[src/rtl/avmm_wb_bridge_fsm_if.sv]
// Avalon-MM slave side and Wishbone classic master side of the bridge, bundled.
// The bridge uses the slave modport; the environment (interconnect + peripheral) uses master.
interface avmm_wb_bridge_fsm_if #(
  parameter int ADDR_WIDTH = 5,
  parameter int DATA_WIDTH = 32,
  parameter int BE_WIDTH   = DATA_WIDTH/8
);
  logic                  avmm_chipselect;
  logic [ADDR_WIDTH-1:0] avmm_address;
  logic                  avmm_read;
  logic                  avmm_write;
  logic [DATA_WIDTH-1:0] avmm_writedata;
  logic [BE_WIDTH-1:0]   avmm_byteenable;
  logic [DATA_WIDTH-1:0] avmm_readdata;
  logic                  avmm_waitrequest;
  logic [1:0]            avmm_response;
  logic [ADDR_WIDTH-1:0] adr_o;
  logic [DATA_WIDTH-1:0] data_o;
  logic [DATA_WIDTH-1:0] data_i;
  logic                  we_o;
  logic [BE_WIDTH-1:0]   sel_o;
  logic                  stb_o;
  logic                  cyc_o;
  logic                  ack_i;
  logic                  err_i;

  modport slave (
    input  avmm_chipselect, avmm_address, avmm_read, avmm_write, avmm_writedata,
           avmm_byteenable, data_i, ack_i, err_i,
    output avmm_readdata, avmm_waitrequest, avmm_response, adr_o, data_o, we_o,
           sel_o, stb_o, cyc_o
  );

  modport master (
    output avmm_chipselect, avmm_address, avmm_read, avmm_write, avmm_writedata,
           avmm_byteenable, data_i, ack_i, err_i,
    input  avmm_readdata, avmm_waitrequest, avmm_response, adr_o, data_o, we_o,
           sel_o, stb_o, cyc_o
  );
endinterface

[src/rtl/avmm_wb_bridge_fsm.sv]
// Registered Avalon-MM slave to Wishbone classic master bridge: one transaction in
// flight, waitrequest stalling, read capture, SLVERR / timeout reporting.
module avmm_wb_bridge_fsm #(
  parameter int ADDR_WIDTH     = 5,
  parameter int DATA_WIDTH     = 32,
  parameter int BE_WIDTH       = DATA_WIDTH/8,
  parameter int TIMEOUT_CYCLES = 256,
  parameter int ERRCNT_WIDTH   = 8
) (
  input  logic                    clk,
  input  logic                    reset,
  avmm_wb_bridge_fsm_if.slave     bus,
  output logic [ERRCNT_WIDTH-1:0] err_count
);
  // Counter only ever needs to reach TIMEOUT_CYCLES-1.
  localparam int TW = (TIMEOUT_CYCLES > 1) ? $clog2(TIMEOUT_CYCLES) : 1;

  typedef enum logic [1:0] {IDLE, BUS, DONE} state_t;

  state_t                  state_q;
  logic [ADDR_WIDTH-1:0]   adr_q;
  logic [DATA_WIDTH-1:0]   dat_q;
  logic [BE_WIDTH-1:0]     sel_q;
  logic                    we_q;
  logic                    cyc_q;
  logic                    wait_q;
  logic [DATA_WIDTH-1:0]   rdata_q;
  logic [1:0]              resp_q;
  logic [TW-1:0]           tmo_q;
  logic [ERRCNT_WIDTH-1:0] errcnt_q, errcnt_d;
  logic                    req, tmo_hit;

  assign req      = bus.avmm_chipselect & (bus.avmm_read | bus.avmm_write);
  assign tmo_hit  = (TIMEOUT_CYCLES != 0) && (tmo_q == TW'(TIMEOUT_CYCLES - 1));
  assign errcnt_d = (&errcnt_q) ? errcnt_q : errcnt_q + 1'b1;

  always_ff @(posedge clk or posedge reset) begin
    if (reset) begin
      state_q  <= IDLE;
      adr_q    <= '0;
      dat_q    <= '0;
      sel_q    <= '0;
      we_q     <= 1'b0;
      cyc_q    <= 1'b0;
      wait_q   <= 1'b1;
      rdata_q  <= '0;
      resp_q   <= 2'b00;
      tmo_q    <= '0;
      errcnt_q <= '0;
    end else begin
      case (state_q)
        IDLE: begin
          wait_q <= 1'b1;
          if (req) begin
            adr_q   <= bus.avmm_address;
            dat_q   <= bus.avmm_writedata;
            sel_q   <= bus.avmm_byteenable;
            we_q    <= bus.avmm_write;   // read+write together resolves to a write
            cyc_q   <= 1'b1;
            tmo_q   <= '0;
            state_q <= BUS;
          end
        end
        BUS: begin
          if (bus.ack_i) begin
            cyc_q   <= 1'b0;
            if (!we_q) rdata_q <= bus.data_i;
            resp_q  <= 2'b00;
            wait_q  <= 1'b0;
            state_q <= DONE;
          end else if (bus.err_i || tmo_hit) begin
            cyc_q    <= 1'b0;
            rdata_q  <= '0;
            resp_q   <= bus.err_i ? 2'b10 : 2'b11;
            errcnt_q <= errcnt_d;
            wait_q   <= 1'b0;
            state_q  <= DONE;
          end else begin
            tmo_q <= tmo_q + 1'b1;
          end
        end
        DONE: begin
          wait_q  <= 1'b1;
          state_q <= IDLE;
        end
        default: state_q <= IDLE;
      endcase
    end
  end

  assign bus.adr_o            = adr_q;
  assign bus.data_o           = dat_q;
  assign bus.sel_o            = sel_q;
  assign bus.we_o             = we_q;
  assign bus.cyc_o            = cyc_q;
  assign bus.stb_o            = cyc_q;
  assign bus.avmm_waitrequest = wait_q;
  assign bus.avmm_readdata    = rdata_q;
  assign bus.avmm_response    = resp_q;
  assign err_count            = errcnt_q;
endmodule
[src/flat_wrapper.sv]
// flat-port wrapper written by rule: the top's interface ports become plain ports
module avmm_wb_bridge_fsm_flat 
#(
  parameter int ADDR_WIDTH     = 5,
  parameter int DATA_WIDTH     = 32,
  parameter int BE_WIDTH       = DATA_WIDTH/8,
  parameter int TIMEOUT_CYCLES = 256,
  parameter int ERRCNT_WIDTH   = 8
)
  (clk, reset, err_count, bus_avmm_chipselect, bus_avmm_address, bus_avmm_read, bus_avmm_write, bus_avmm_writedata, bus_avmm_byteenable, bus_data_i, bus_ack_i, bus_err_i, bus_avmm_readdata, bus_avmm_waitrequest, bus_avmm_response, bus_adr_o, bus_data_o, bus_we_o, bus_sel_o, bus_stb_o, bus_cyc_o);
  avmm_wb_bridge_fsm_if #(.ADDR_WIDTH(ADDR_WIDTH), .DATA_WIDTH(DATA_WIDTH), .BE_WIDTH(BE_WIDTH)) bus_i ();
  input  logic clk;
  input  logic reset;
  output logic [ERRCNT_WIDTH-1:0] err_count;
  input wire logic [$bits(bus_i.avmm_chipselect)-1:0] bus_avmm_chipselect;
  input wire logic [$bits(bus_i.avmm_address)-1:0] bus_avmm_address;
  input wire logic [$bits(bus_i.avmm_read)-1:0] bus_avmm_read;
  input wire logic [$bits(bus_i.avmm_write)-1:0] bus_avmm_write;
  input wire logic [$bits(bus_i.avmm_writedata)-1:0] bus_avmm_writedata;
  input wire logic [$bits(bus_i.avmm_byteenable)-1:0] bus_avmm_byteenable;
  input wire logic [$bits(bus_i.data_i)-1:0] bus_data_i;
  input wire logic [$bits(bus_i.ack_i)-1:0] bus_ack_i;
  input wire logic [$bits(bus_i.err_i)-1:0] bus_err_i;
  output wire logic [$bits(bus_i.avmm_readdata)-1:0] bus_avmm_readdata;
  output wire logic [$bits(bus_i.avmm_waitrequest)-1:0] bus_avmm_waitrequest;
  output wire logic [$bits(bus_i.avmm_response)-1:0] bus_avmm_response;
  output wire logic [$bits(bus_i.adr_o)-1:0] bus_adr_o;
  output wire logic [$bits(bus_i.data_o)-1:0] bus_data_o;
  output wire logic [$bits(bus_i.we_o)-1:0] bus_we_o;
  output wire logic [$bits(bus_i.sel_o)-1:0] bus_sel_o;
  output wire logic [$bits(bus_i.stb_o)-1:0] bus_stb_o;
  output wire logic [$bits(bus_i.cyc_o)-1:0] bus_cyc_o;
  assign bus_i.avmm_chipselect = bus_avmm_chipselect;
  assign bus_i.avmm_address = bus_avmm_address;
  assign bus_i.avmm_read = bus_avmm_read;
  assign bus_i.avmm_write = bus_avmm_write;
  assign bus_i.avmm_writedata = bus_avmm_writedata;
  assign bus_i.avmm_byteenable = bus_avmm_byteenable;
  assign bus_i.data_i = bus_data_i;
  assign bus_i.ack_i = bus_ack_i;
  assign bus_i.err_i = bus_err_i;
  assign bus_avmm_readdata = bus_i.avmm_readdata;
  assign bus_avmm_waitrequest = bus_i.avmm_waitrequest;
  assign bus_avmm_response = bus_i.avmm_response;
  assign bus_adr_o = bus_i.adr_o;
  assign bus_data_o = bus_i.data_o;
  assign bus_we_o = bus_i.we_o;
  assign bus_sel_o = bus_i.sel_o;
  assign bus_stb_o = bus_i.stb_o;
  assign bus_cyc_o = bus_i.cyc_o;
  avmm_wb_bridge_fsm #(.ADDR_WIDTH(ADDR_WIDTH), .DATA_WIDTH(DATA_WIDTH), .BE_WIDTH(BE_WIDTH), .TIMEOUT_CYCLES(TIMEOUT_CYCLES), .ERRCNT_WIDTH(ERRCNT_WIDTH)) u_core (.clk(clk), .reset(reset), .bus(bus_i), .err_count(err_count));
endmodule
[config.mk]
export PLATFORM = sky130hd
export DESIGN_NAME = avmm_wb_bridge_fsm_flat
export DESIGN_NICKNAME = d
export VERILOG_FILES = /design/src/rtl/avmm_wb_bridge_fsm_if.sv /design/src/rtl/avmm_wb_bridge_fsm.sv /design/src/flat_wrapper.sv
export SDC_FILE = /design/constraint.sdc
export NUM_CORES = 1
export LEC_CHECK = 0
export CELL_PAD_IN_SITES_DETAIL_PLACEMENT = 1
export CELL_PAD_IN_SITES_GLOBAL_PLACEMENT = 1
export CORE_MARGIN = 4
export CORE_UTILIZATION = 30
export DETAILED_ROUTE_END_ITERATION = 6
export PLACE_DENSITY = 0.77
export SLEW_MARGIN = 15
export SYNTH_ARGS = -nofsm -noshare
export SYNTH_HDL_FRONTEND = slang
export SYNTH_SLANG_ARGS = --single-unit
[constraint.sdc]
create_clock -name clk -period 3.2 [get_ports clk]
set_clock_uncertainty 0.15 [all_clocks]
set_input_delay 0.8 -clock clk [delete_from_list [all_inputs] [get_ports clk]]
set_output_delay 0.8 -clock clk [all_outputs]
set_load 0.02 [all_outputs]
==> results of run 1 <==
-- state kept, by name, summed over array words and instances (netlist names) --
register / count
u_core.bus.we_o: 1
u_core.bus.data_o: 32
u_core.bus.avmm_waitrequest: 1
u_core.state_q: 2
u_core.bus.adr_o: 5
u_core.bus.sel_o: 4
u_core.bus.avmm_readdata: 32
u_core.tmo_q: 8
u_core.bus.cyc_o: 1
u_core.bus.avmm_response: 2
u_core.err_count: 8
-- tightest hold or removal path, stage by stage (launching register included) --
cell and delay, ns:
dfstp_2 0.38, inv_1 0.04, a21oi_1 0.06
-- power by group through the flow --
stage / Clock (mW) / Sequential (mW) / Combinational, mW
detailed placement: 0 / 2.02 / 2.42
finish: 1.17 / 2.00 / 2.39
global route: 1.27 / 2.07 / 2.54
global placement: 0 / 1.99 / 2.37
floorplan: 0 / 2.46 / 0.742
CTS: 1.21 / 2.01 / 2.43
-- per-stage QoR --
step | std cells | utilization
finish | 656 | 0.476
global route | 656 | 0.476
CTS | 656 | 0.476
global placement | 640 | 0.451
floorplan | 309 | -
detailed placement | 640 | 0.451
-- layer usage --
metal | global-route usage | share of wire | wire length, um
met1 | 0.189 | 0.41 | 5040
met2 | 0.254 | 0.48 | 5920
met3 | 0.0695 | 0.090 | 1110
met4 | 0.0555 | 0.018 | 221
met5 | 0 | 0 | 0
-- path summary, 6_finish.rpt --
path                                           endpoint  slack [ns]  cells past startpoint
setup reg to reg                    u_core.err_count[7]        1.21                      5
hold reg to reg             u_core.bus.avmm_waitrequest        0.32                      2
hold / removal              u_core.bus.avmm_waitrequest        0.32                      2
min in group asynchronous  u_core.bus.avmm_readdata[31]        0.69                      2
max in group asynchronous  u_core.bus.avmm_readdata[29]        1.45                      3
setup / recovery                   bus_avmm_waitrequest        0.75                      1
-- cell families after synthesis --
family,after synthesis,synth area share
multiplexers,45,0.123
AND/OR/NAND/NOR,46,0.0644
adder cells (fa/ha/maj),2,0.00610
AO/OA/AOI/OAI,89,0.182
flip-flops,96,0.586
XOR/XNOR,5,0.0107
buffers and inverters,26,0.0275
-- cells in the final DEF, fill, tap and decap left out, types with 2 or more instances in the layout --
| master | n |
|---|---|
| a21o_1 | 6 |
| a21oi_1 | 3 |
| a21oi_2 | 2 |
| a22o_1 | 57 |
| a32o_1 | 4 |
| and3_1 | 2 |
| and4_1 | 2 |
| buf_12 | 3 |
| buf_4 | 6 |
| bufinv_16 | 2 |
| clkbuf_16 | 9 |
| clkdlybuf4s50_1 | 166 |
| clkinvlp_4 | 3 |
| dfrtp_1 | 95 |
| ha_1 | 2 |
| inv_1 | 5 |
| mux2_1 | 2 |
| mux2_2 | 42 |
| nand2_1 | 7 |
| nand2b_1 | 3 |
| nand3_1 | 6 |
| nor2_1 | 8 |
| nor3_1 | 5 |
| nor3_2 | 2 |
| nor4_1 | 3 |
| o21ai_0 | 7 |
| xor2_1 | 4 |
-- area by class of cell --
type	count	area share
flip-flops and latches	96	0.380
clock buffers	11	0.0384
well taps	176	0.0348
inverters	6	0.00415
repair buffers	175	0.279
multi-input cells	187	0.251
clock inverters	5	0.0127
==> results.py, run 1 <==
metrics = {
    "outcome": {
        "outcome": "finished clean",
    },
    "clock_network": {
        "cts_tree": "built",
        "cts_hold_buffers": 0,
        "cts_setup_buffers": 0,
        "clkTransAtPathRegs_ns": 0.07,
        "ctsResizeCount": 0,
        "cts_buffers": 9,
        "max-clock-path-buffers": 2,
        "clockRootBuffer": "clkbuf_16",
        "ctsHtreeMaxLevel": 3,
        "clk_latency_ns": 0.34,
        "cts_sinks": 96,
    },
    "layout": {
        "area_growth_pct": 54.3,
        "final_area_um2": 6320,
        "register_area_um2": 2400,
        "drive_gt1_frac": 0.160,
        "multi_input_area_um2": 1590,
        "final_nets": 557,
        "diodes": 0,
        "n_fill_cell": 1383,
    },
    "routing": {
        "drc": 0,
        "drtPass1Iterations": 4,
        "first_iter_violations": 172,
        "vias_per_cell": 5.02,
        "vias": 3294,
        "wire_per_inst_um": 18.7,
        "wl_mm": 12.3,
        "ant_nets": 0,
    },
    "grt": {
        "grt_usage": 0.158,
        "grt_pass1_vias": 3627,
        "grt_max_degree": 47,
        "grt_overflow": 0,
        "antenna_found_initial": 0,
        "grt_pass1_wl_mm": 19.9,
    },
    "placement": {
        "portBuffers": 166,
        "place_ws_ns": 0.400,
        "placed_cell_area_um2": 6000,
        "gp_congestion": 0.741,
        "dp_hpwl_mm": 9.06,
    },
    "critical_path": {
        "cp-end-kind": "output port",
        "path_delay_family": "buffers and inverters",
        "critPathSlowestCell": "clkdlybuf4s50_1",
        "required_ns": 2.25,
        "path_cells": "clkdlybuf4s50_1",
        "critPathKind": "register to output port",
        "cp_max_fo": 2,
        "crit_buf_inv": 1,
        "worst_setup_path_start_kind": "register",
        "slowest_delay_ns": 0.62,
        "cp-startpoint": "u_core.bus.avmm_waitrequest",
        "reg2reg_from": "u_core.tmo_q[0]",
        "worstPathArrival_ns": 1.50,
    },
    "synthesis": {
        "yosysSeqAreaShare": 0.586,
        "synth_top_area_share": 0.580,
        "yosys-top-cells-count": "95 x dfrtp_1, 57 x a22o_1, 42 x mux2_2, 10 x clkbuf_1",
        "syn_nets": 391,
        "synth.most_common_cell": "dfrtp_1",
        "synthArstFlopShare": 1.00,
        "ys_top_cells_by_area": "dfrtp_1 58%, a22o_1 12%, mux2_2 12%",
        "synth_edf_count": 0,
        "yosysWarnings": 0,
        "ys_types": 44,
        "synthFlopType": "dfrtp_1",
        "syn_inst": 309,
        "synth_top_area_cell": "dfrtp_1",
        "synth-seq-cells": 96,
        "synthesis.area_um2": 4100,
        "avgSynthCellArea_um2": 13.3,
    },
    "sta": {
        "period_share": 0.766,
        "tightest_slew_ns": 0.529,
        "fin_setup_tns_ns": 0,
        "finalSetupViolations": 0,
        "slew_headroom": 0.646,
        "max_freq_ghz": 0.408,
        "hold_viol": 0,
        "post-route-min-period_ns": 2.45,
        "drv_slew": 0,
        "fin_hold_ws_ns": 0.325,
        "finalWorstSetupSlack_ns": 0.749,
        "rsz0062_at_grt": "false",
    },
    "power": {
        "leakage_nw": 2.62,
        "clkPwrFrac": 0.211,
        "p_per_area_nw_per_um2": 879,
        "netSwitchingPower_mw": 1.92,
        "power_frac_seq": 0.360,
        "finalPower_mw": 5.56,
        "power_frac_comb": 0.429,
        "ir_drop_uv": 305,
        "internal_power_mw": 3.63,
        "p_sw_frac": 0.346,
    },
    "die": {
        "start_util": 0.308,
        "core_area_um2": 13300,
        "rows": 42,
        "die_y_um": 125,
        "fp.dieW_um": 125,
        "die_area_um2": 15600,
        "pin_count": 167,
    },
    "min_path": {
        "hp-class": "register to register",
        "hp-start": "u_core.bus.avmm_waitrequest",
    },
    "run": {
        "cap_violations": 0,
    },
}
(Power assumes the default switching activity.)
==> run 2, diff against run 1 <==
==> constraint.sdc (replaced) <==
create_clock -name clk -period 2 [get_ports clk]
set_clock_uncertainty 0.15 [all_clocks]
set_input_delay 0.5 -clock clk [delete_from_list [all_inputs] [get_ports clk]]
set_output_delay 0.5 -clock clk [all_outputs]
set_load 0.02 [all_outputs]
==> results.py, run 2 (same netlist as run 1, synthesis figures left out) <==
metrics = {
    "routing": {
        "drtPass1Iterations": 4,
        "wl_mm": 12.4,
        "vias": 3289,
        "first_iter_violations": 191,
        "drc": 0,
        "ant_nets": 0,
        "vias_per_cell": 4.92,
        "wire_per_inst_um": 18.6,
    },
    "die": {
        "start_util": 0.308,
        "pin_count": 167,
        "core_area_um2": 13300,
        "rows": 42,
        "die_y_um": 125,
        "fp.dieW_um": 125,
        "die_area_um2": 15600,
    },
    "sta": {
        "hold_viol": 0,
        "tightest_slew_ns": 0.574,
        "finalSetupViolations": 0,
        "drv_slew": 0,
        "slew_headroom": 0.616,
        "rsz0062_at_grt": "false",
        "period_share": 0.986,
        "post-route-min-period_ns": 1.97,
        "fin_hold_ws_ns": 0.338,
        "max_freq_ghz": 0.507,
    },
    "run": {
        "cap_violations": 0,
    },
    "critical_path": {
        "path_cells": "clkdlybuf4s50_1, or4b_4, a21o_4, o31ai_2, a21o_1",
        "worst_setup_path_start_kind": "input port",
        "critPathSlowestCell": "or4b_4",
        "regToRegEndpoint": "u_core.bus.avmm_readdata[6]",
        "slowest_delay_ns": 0.57,
        "cp-startpoint": "bus_err_i",
        "cp_max_fo": 4,
        "worstPathArrival_ns": 2.10,
        "crit_buf_inv": 1,
        "cp-end-kind": "register",
        "critPathKind": "input port to register",
        "path_delay_family": "compound AO/OA/AOI/OAI gates",
        "ff2ff_path_depth": 6,
        "reg2reg_slack_ns": 0.12,
        "required_ns": 2.12,
        "reg2reg_from": "u_core.tmo_q[0]",
    },
    "clock_network": {
        "clk_latency_ns": 0.34,
        "clockRootBuffer": "clkbuf_16",
        "ctsHtreeMaxLevel": 3,
        "cts_sinks": 96,
        "cts_buffers": 9,
        "cts_tree": "built",
        "max-clock-path-buffers": 2,
        "cts_hold_buffers": 0,
        "clkTransAtPathRegs_ns": 0.06,
    },
    "grt": {
        "grt_max_degree": 64,
        "grt_pass1_vias": 3780,
        "grt_usage": 0.162,
        "grt_pass1_wl_mm": 20.5,
        "antenna_found_initial": 0,
        "grt_overflow": 0,
    },
    "min_path": {
        "hold_path_depth": 2,
        "hp-start": "u_core.bus.avmm_waitrequest",
        "hold_end": "u_core.bus.avmm_waitrequest",
        "hp-class": "register to register",
    },
    "layout": {
        "drive_gt1_frac": 0.187,
        "n_fill_cell": 1396,
        "stdcell_count": 668,
        "final_common_cell": "clkdlybuf4s50_1",
        "multi_input_area_um2": 1630,
        "final_area_um2": 6470,
        "layout_common_cells": "98 x clkdlybuf4s50_1, 95 x dfrtp_1, 57 x a22o_1, 42 x mux2_2, 39 x dlygate4sd2_1",
        "utilization": 0.487,
        "area_growth_pct": 57.9,
        "final_nets": 569,
        "diodes": 0,
        "register_area_um2": 2400,
    },
    "placement": {
        "dp_hpwl_mm": 8.99,
        "placed_cell_area_um2": 6080,
        "gp_congestion": 0.812,
        "dp.cells": 650,
        "portBuffers": 166,
    },
    "power": {
        "leakage_nw": 3.04,
        "p_per_area_nw_per_um2": 1330,
        "ir_drop_uv": 523,
    },
    "outcome": {
        "outcome": "finished clean",
    },
}
run 2: changes by cell type in the layout (fill, tap and decap cells not counted), sizes merged:
| cell | change |
|---|---|
| clkinvlp | -1 |
| dlymetal6s2s | +29 |
| clkinv | +1 |
| clkdlybuf4s50 | -68 |
| buf | +12 |
| dlygate4sd2 | +39 |
run 2: cell type report:
class                      count  share of cell area
sequential                    96               0.371
timing repair buffer         187               0.291
multi-input combinational    187               0.251
clock buffer                  11              0.0360
tap                          176              0.0340
clock inverter                 5              0.0126
inverter                       6             0.00406
run 2: worst max path at each step:
stage                                        to  depth (start not counted)
after CTS                 bus_avmm_readdata[19]                          1
after floorplan                 u_core.tmo_q[7]                          4
after global routing              bus_data_o[2]                          1
after detailed placement        u_core.tmo_q[7]                          5
final                           u_core.tmo_q[3]                          5
after global placement          u_core.tmo_q[7]                          5
run 2: what timing repair did:
item	in CTS	in global routing
buffers inserted	2	0
pin swaps	3	1
resized for setup	40	37
endpoints found under the setup margin	41	66
run 2: metal layers:
metal  part of all wire  GRT usage
met3              0.088     0.0643
met5                  0          0
met4              0.012     0.0497
met1               0.41      0.194
met2               0.49      0.268
run 2: through the flow:
step	power (mW)	setup WS (ns)	setup TNS (ns)
finish	8.59	0.0280	0
global route	9.12	0.000689	0
CTS	8.76	0.000435	0
detailed placement	7.13	-0.379	-12.98
global placement	7.00	-0.335	-10.09
floorplan	5.12	0.149	0
run 2: report_power, final:
| part | leakage (nW) | total [mW] | internal, mW | switching [mW] |
|---|---|---|---|---|
| sequential | 1.16 | 3.16 | 2.64 | 0.523 |
| clock | 0.150 | 1.82 | 1.10 | 0.720 |
| combinational | 1.73 | 3.61 | 1.81 | 1.80 |
| total | 3.04 | 8.59 | 5.54 | 3.05 |
run 2: tightest hold or removal path, cell delays in order (launching register included):
cell	delay [ns]
dfstp_2	0.38
inv_1	0.05
a21oi_1	0.06
==> run 3, diff against run 2 <==
--- a/config.mk
+++ b/config.mk
@@ -8,10 +8,10 @@
 export CELL_PAD_IN_SITES_DETAIL_PLACEMENT = 1
 export CELL_PAD_IN_SITES_GLOBAL_PLACEMENT = 1
 export CORE_MARGIN = 4
-export CORE_UTILIZATION = 30
+export CORE_UTILIZATION = 44
 export DETAILED_ROUTE_END_ITERATION = 6
-export PLACE_DENSITY = 0.77
-export SLEW_MARGIN = 15
+export DONT_BUFFER_PORTS = 1
+export PLACE_DENSITY = 0.76
 export SYNTH_ARGS = -nofsm -noshare
 export SYNTH_HDL_FRONTEND = slang
 export SYNTH_SLANG_ARGS = --single-unit
==> results.py, run 3 (same netlist as run 1, synthesis figures left out) <==
metrics = {
    "routing": {
        "wl_mm": 9.95,
        "ant_nets": 0,
        "drc": 0,
        "vias_per_cell": 6.14,
        "dr_wl_met2_mm": 4.80,
        "vias": 2630,
        "first_iter_violations": 131,
        "wl_met3_mm": 1.14,
        "wl_met1_mm": 3.91,
        "wire_per_inst_um": 23.2,
        "routed.top_layer": "met4",
        "drtPass1Iterations": 4,
    },
    "clock_network": {
        "max-clock-path-buffers": 2,
        "cts_hold_buffers": 0,
        "cts_tree": "built",
        "cts_sinks": 96,
        "clkTransAtPathRegs_ns": 0.09,
        "clk_latency_ns": 0.34,
        "ctsHtreeMaxLevel": 3,
        "cts_buffers": 9,
        "clockRootBuffer": "clkbuf_8",
    },
    "grt": {
        "grt_overflow": 0,
        "grt_pass1_wl_mm": 16.4,
        "grt_usage": 0.189,
        "antenna_found_initial": 0,
        "grt_max_degree": 50,
        "grt_pass1_vias": 2926,
    },
    "die": {
        "die_y_um": 105,
        "die_area_um2": 10900,
        "fp.dieW_um": 105,
        "rows": 34,
        "core_area_um2": 8890,
        "start_util": 0.461,
        "pin_count": 167,
    },
    "critical_path": {
        "regToRegEndpoint": "u_core.err_count[1]",
        "required_ns": 2.08,
        "critPathSlowestCell": "dfrtp_1",
        "cp_max_fo": 5,
        "ff2ff_path_depth": 5,
        "reg2reg_from": "u_core.tmo_q[0]",
        "critPathKind": "register to register",
        "slowest_delay_ns": 0.42,
        "worstPathArrival_ns": 1.93,
        "cp-end-kind": "register",
        "path_cells": "ha_1, and3_2, a21oi_2, nor3_2, mux2_1",
        "reg2reg_slack_ns": 0.15,
        "worst_setup_path_start_kind": "register",
    },
    "layout": {
        "final_common_cell": "dfrtp_1",
        "final_nets": 398,
        "final_area_um2": 4540,
        "diodes": 0,
        "area_growth_pct": 10.7,
        "drive_gt1_frac": 0.272,
        "multi_input_area_um2": 1600,
        "register_area_um2": 2400,
        "n_fill_cell": 892,
        "layout_common_cells": "95 x dfrtp_1, 57 x a22o_1, 42 x mux2_2, 14 x buf_4, 11 x clkbuf_8",
        "utilization": 0.510,
    },
    "power": {
        "leakage_nw": 1.97,
        "p_per_area_nw_per_um2": 1550,
        "internal_power_mw": 4.29,
        "power_frac_seq": 0.574,
        "p_sw_frac": 0.391,
        "clkPwrFrac": 0.203,
        "ir_drop_uv": 605,
        "power_frac_comb": 0.223,
        "netSwitchingPower_mw": 2.76,
        "finalPower_mw": 7.04,
    },
    "placement": {
        "portBuffers": 0,
        "gp_congestion": 0.790,
        "dp_hpwl_mm": 7.02,
        "placed_cell_area_um2": 4300,
    },
    "sta": {
        "drv_slew": 0,
        "max_freq_ghz": 0.541,
        "fin_setup_tns_ns": 0,
        "finalSetupViolations": 0,
        "rsz0062_at_grt": "false",
        "slew_headroom": 0.594,
        "post-route-min-period_ns": 1.85,
        "period_share": 0.924,
        "hold_viol": 0,
        "tightest_slew_ns": 0.609,
    },
    "run": {
        "cap_violations": 0,
    },
    "outcome": {
        "outcome": "finished clean",
    },
    "min_path": {
        "hp-class": "input port to asynchronous set/reset pin",
    },
}
[run 3: changes by cell type in the layout (fill, tap and decap cells not counted), sizes merged]
cell | previous run | this run
clkinvlp | 2 | 1
clkinv | 2 | 1
buf | 21 | 16
clkdlybuf4s50 | 98 | 0
dlygate4sd2 | 39 | 0
inv | 5 | 6
dlymetal6s2s | 29 | 0
[run 3: what timing repair did]
item | CTS | global route
buffers inserted | 0 | 0
gates resized for setup | 0 | 3
endpoints found under the setup margin | 0 | 6
[run 3: metrics by stage]
step                      hold slack (ns)  setup slack (ns)  cells
after floorplan                     0.282             0.149    309
after global placement              0.355             0.109    413
after detailed placement            0.347            0.0896    413
after CTS                          0.0708            0.0769    428
after global routing               0.0674            0.0217    428
final                              0.0566             0.151    428
[run 3: area by class of cell]
type | instances | share of cell area
clock buffer | 11 | 0.0334
clock inverter | 4 | 0.0168
inverter | 6 | 0.00579
multi-input combinational | 187 | 0.352
sequential | 96 | 0.530
tap | 108 | 0.0298
timing repair buffer | 16 | 0.0320
[run 3: layer usage]
layer | vias up | GRT usage
met5 | - | 0
met4 | 0 | 0.0513
met3 | 9 | 0.101
met2 | 120 | 0.303
met1 | 1330 | 0.222
li1 | 1171 | -
[run 3: worst max-delay path by stage]
stage,cells past startpoint,endpoint,startpoint,slack [ns]
floorplan,4,u_core.tmo_q[7],bus_ack_i,0.15
global route,6,u_core.err_count[4],u_core.tmo_q[0],0.02
detailed placement,4,u_core.tmo_q[7],bus_ack_i,0.09
global placement,4,u_core.tmo_q[7],bus_ack_i,0.11
CTS,5,u_core.err_count[7],u_core.tmo_q[0],0.08
finish,5,u_core.err_count[1],u_core.tmo_q[0],0.15
[run 3: critical path: cells and delay by family, from the launching register on]
kind / cells / cell delay [ns]
DFF: 1 / 0.42
AOI/OAI and AO/OA: 1 / 0.25
muxes: 1 / 0.31
adders and majority gates: 1 / 0.24
and+or+nand+nor: 2 / 0.36
[run 3: power groups by stage]
stage / Sequential (mW) / Combinational (mW) / Clock [mW]
finish: 4.04 / 1.57 / 1.43
floorplan: 3.94 / 1.19 / 0
global route: 4.16 / 1.75 / 1.57
global placement: 4.07 / 1.51 / 0
detailed placement: 4.08 / 1.59 / 0
CTS: 4.06 / 1.60 / 1.48
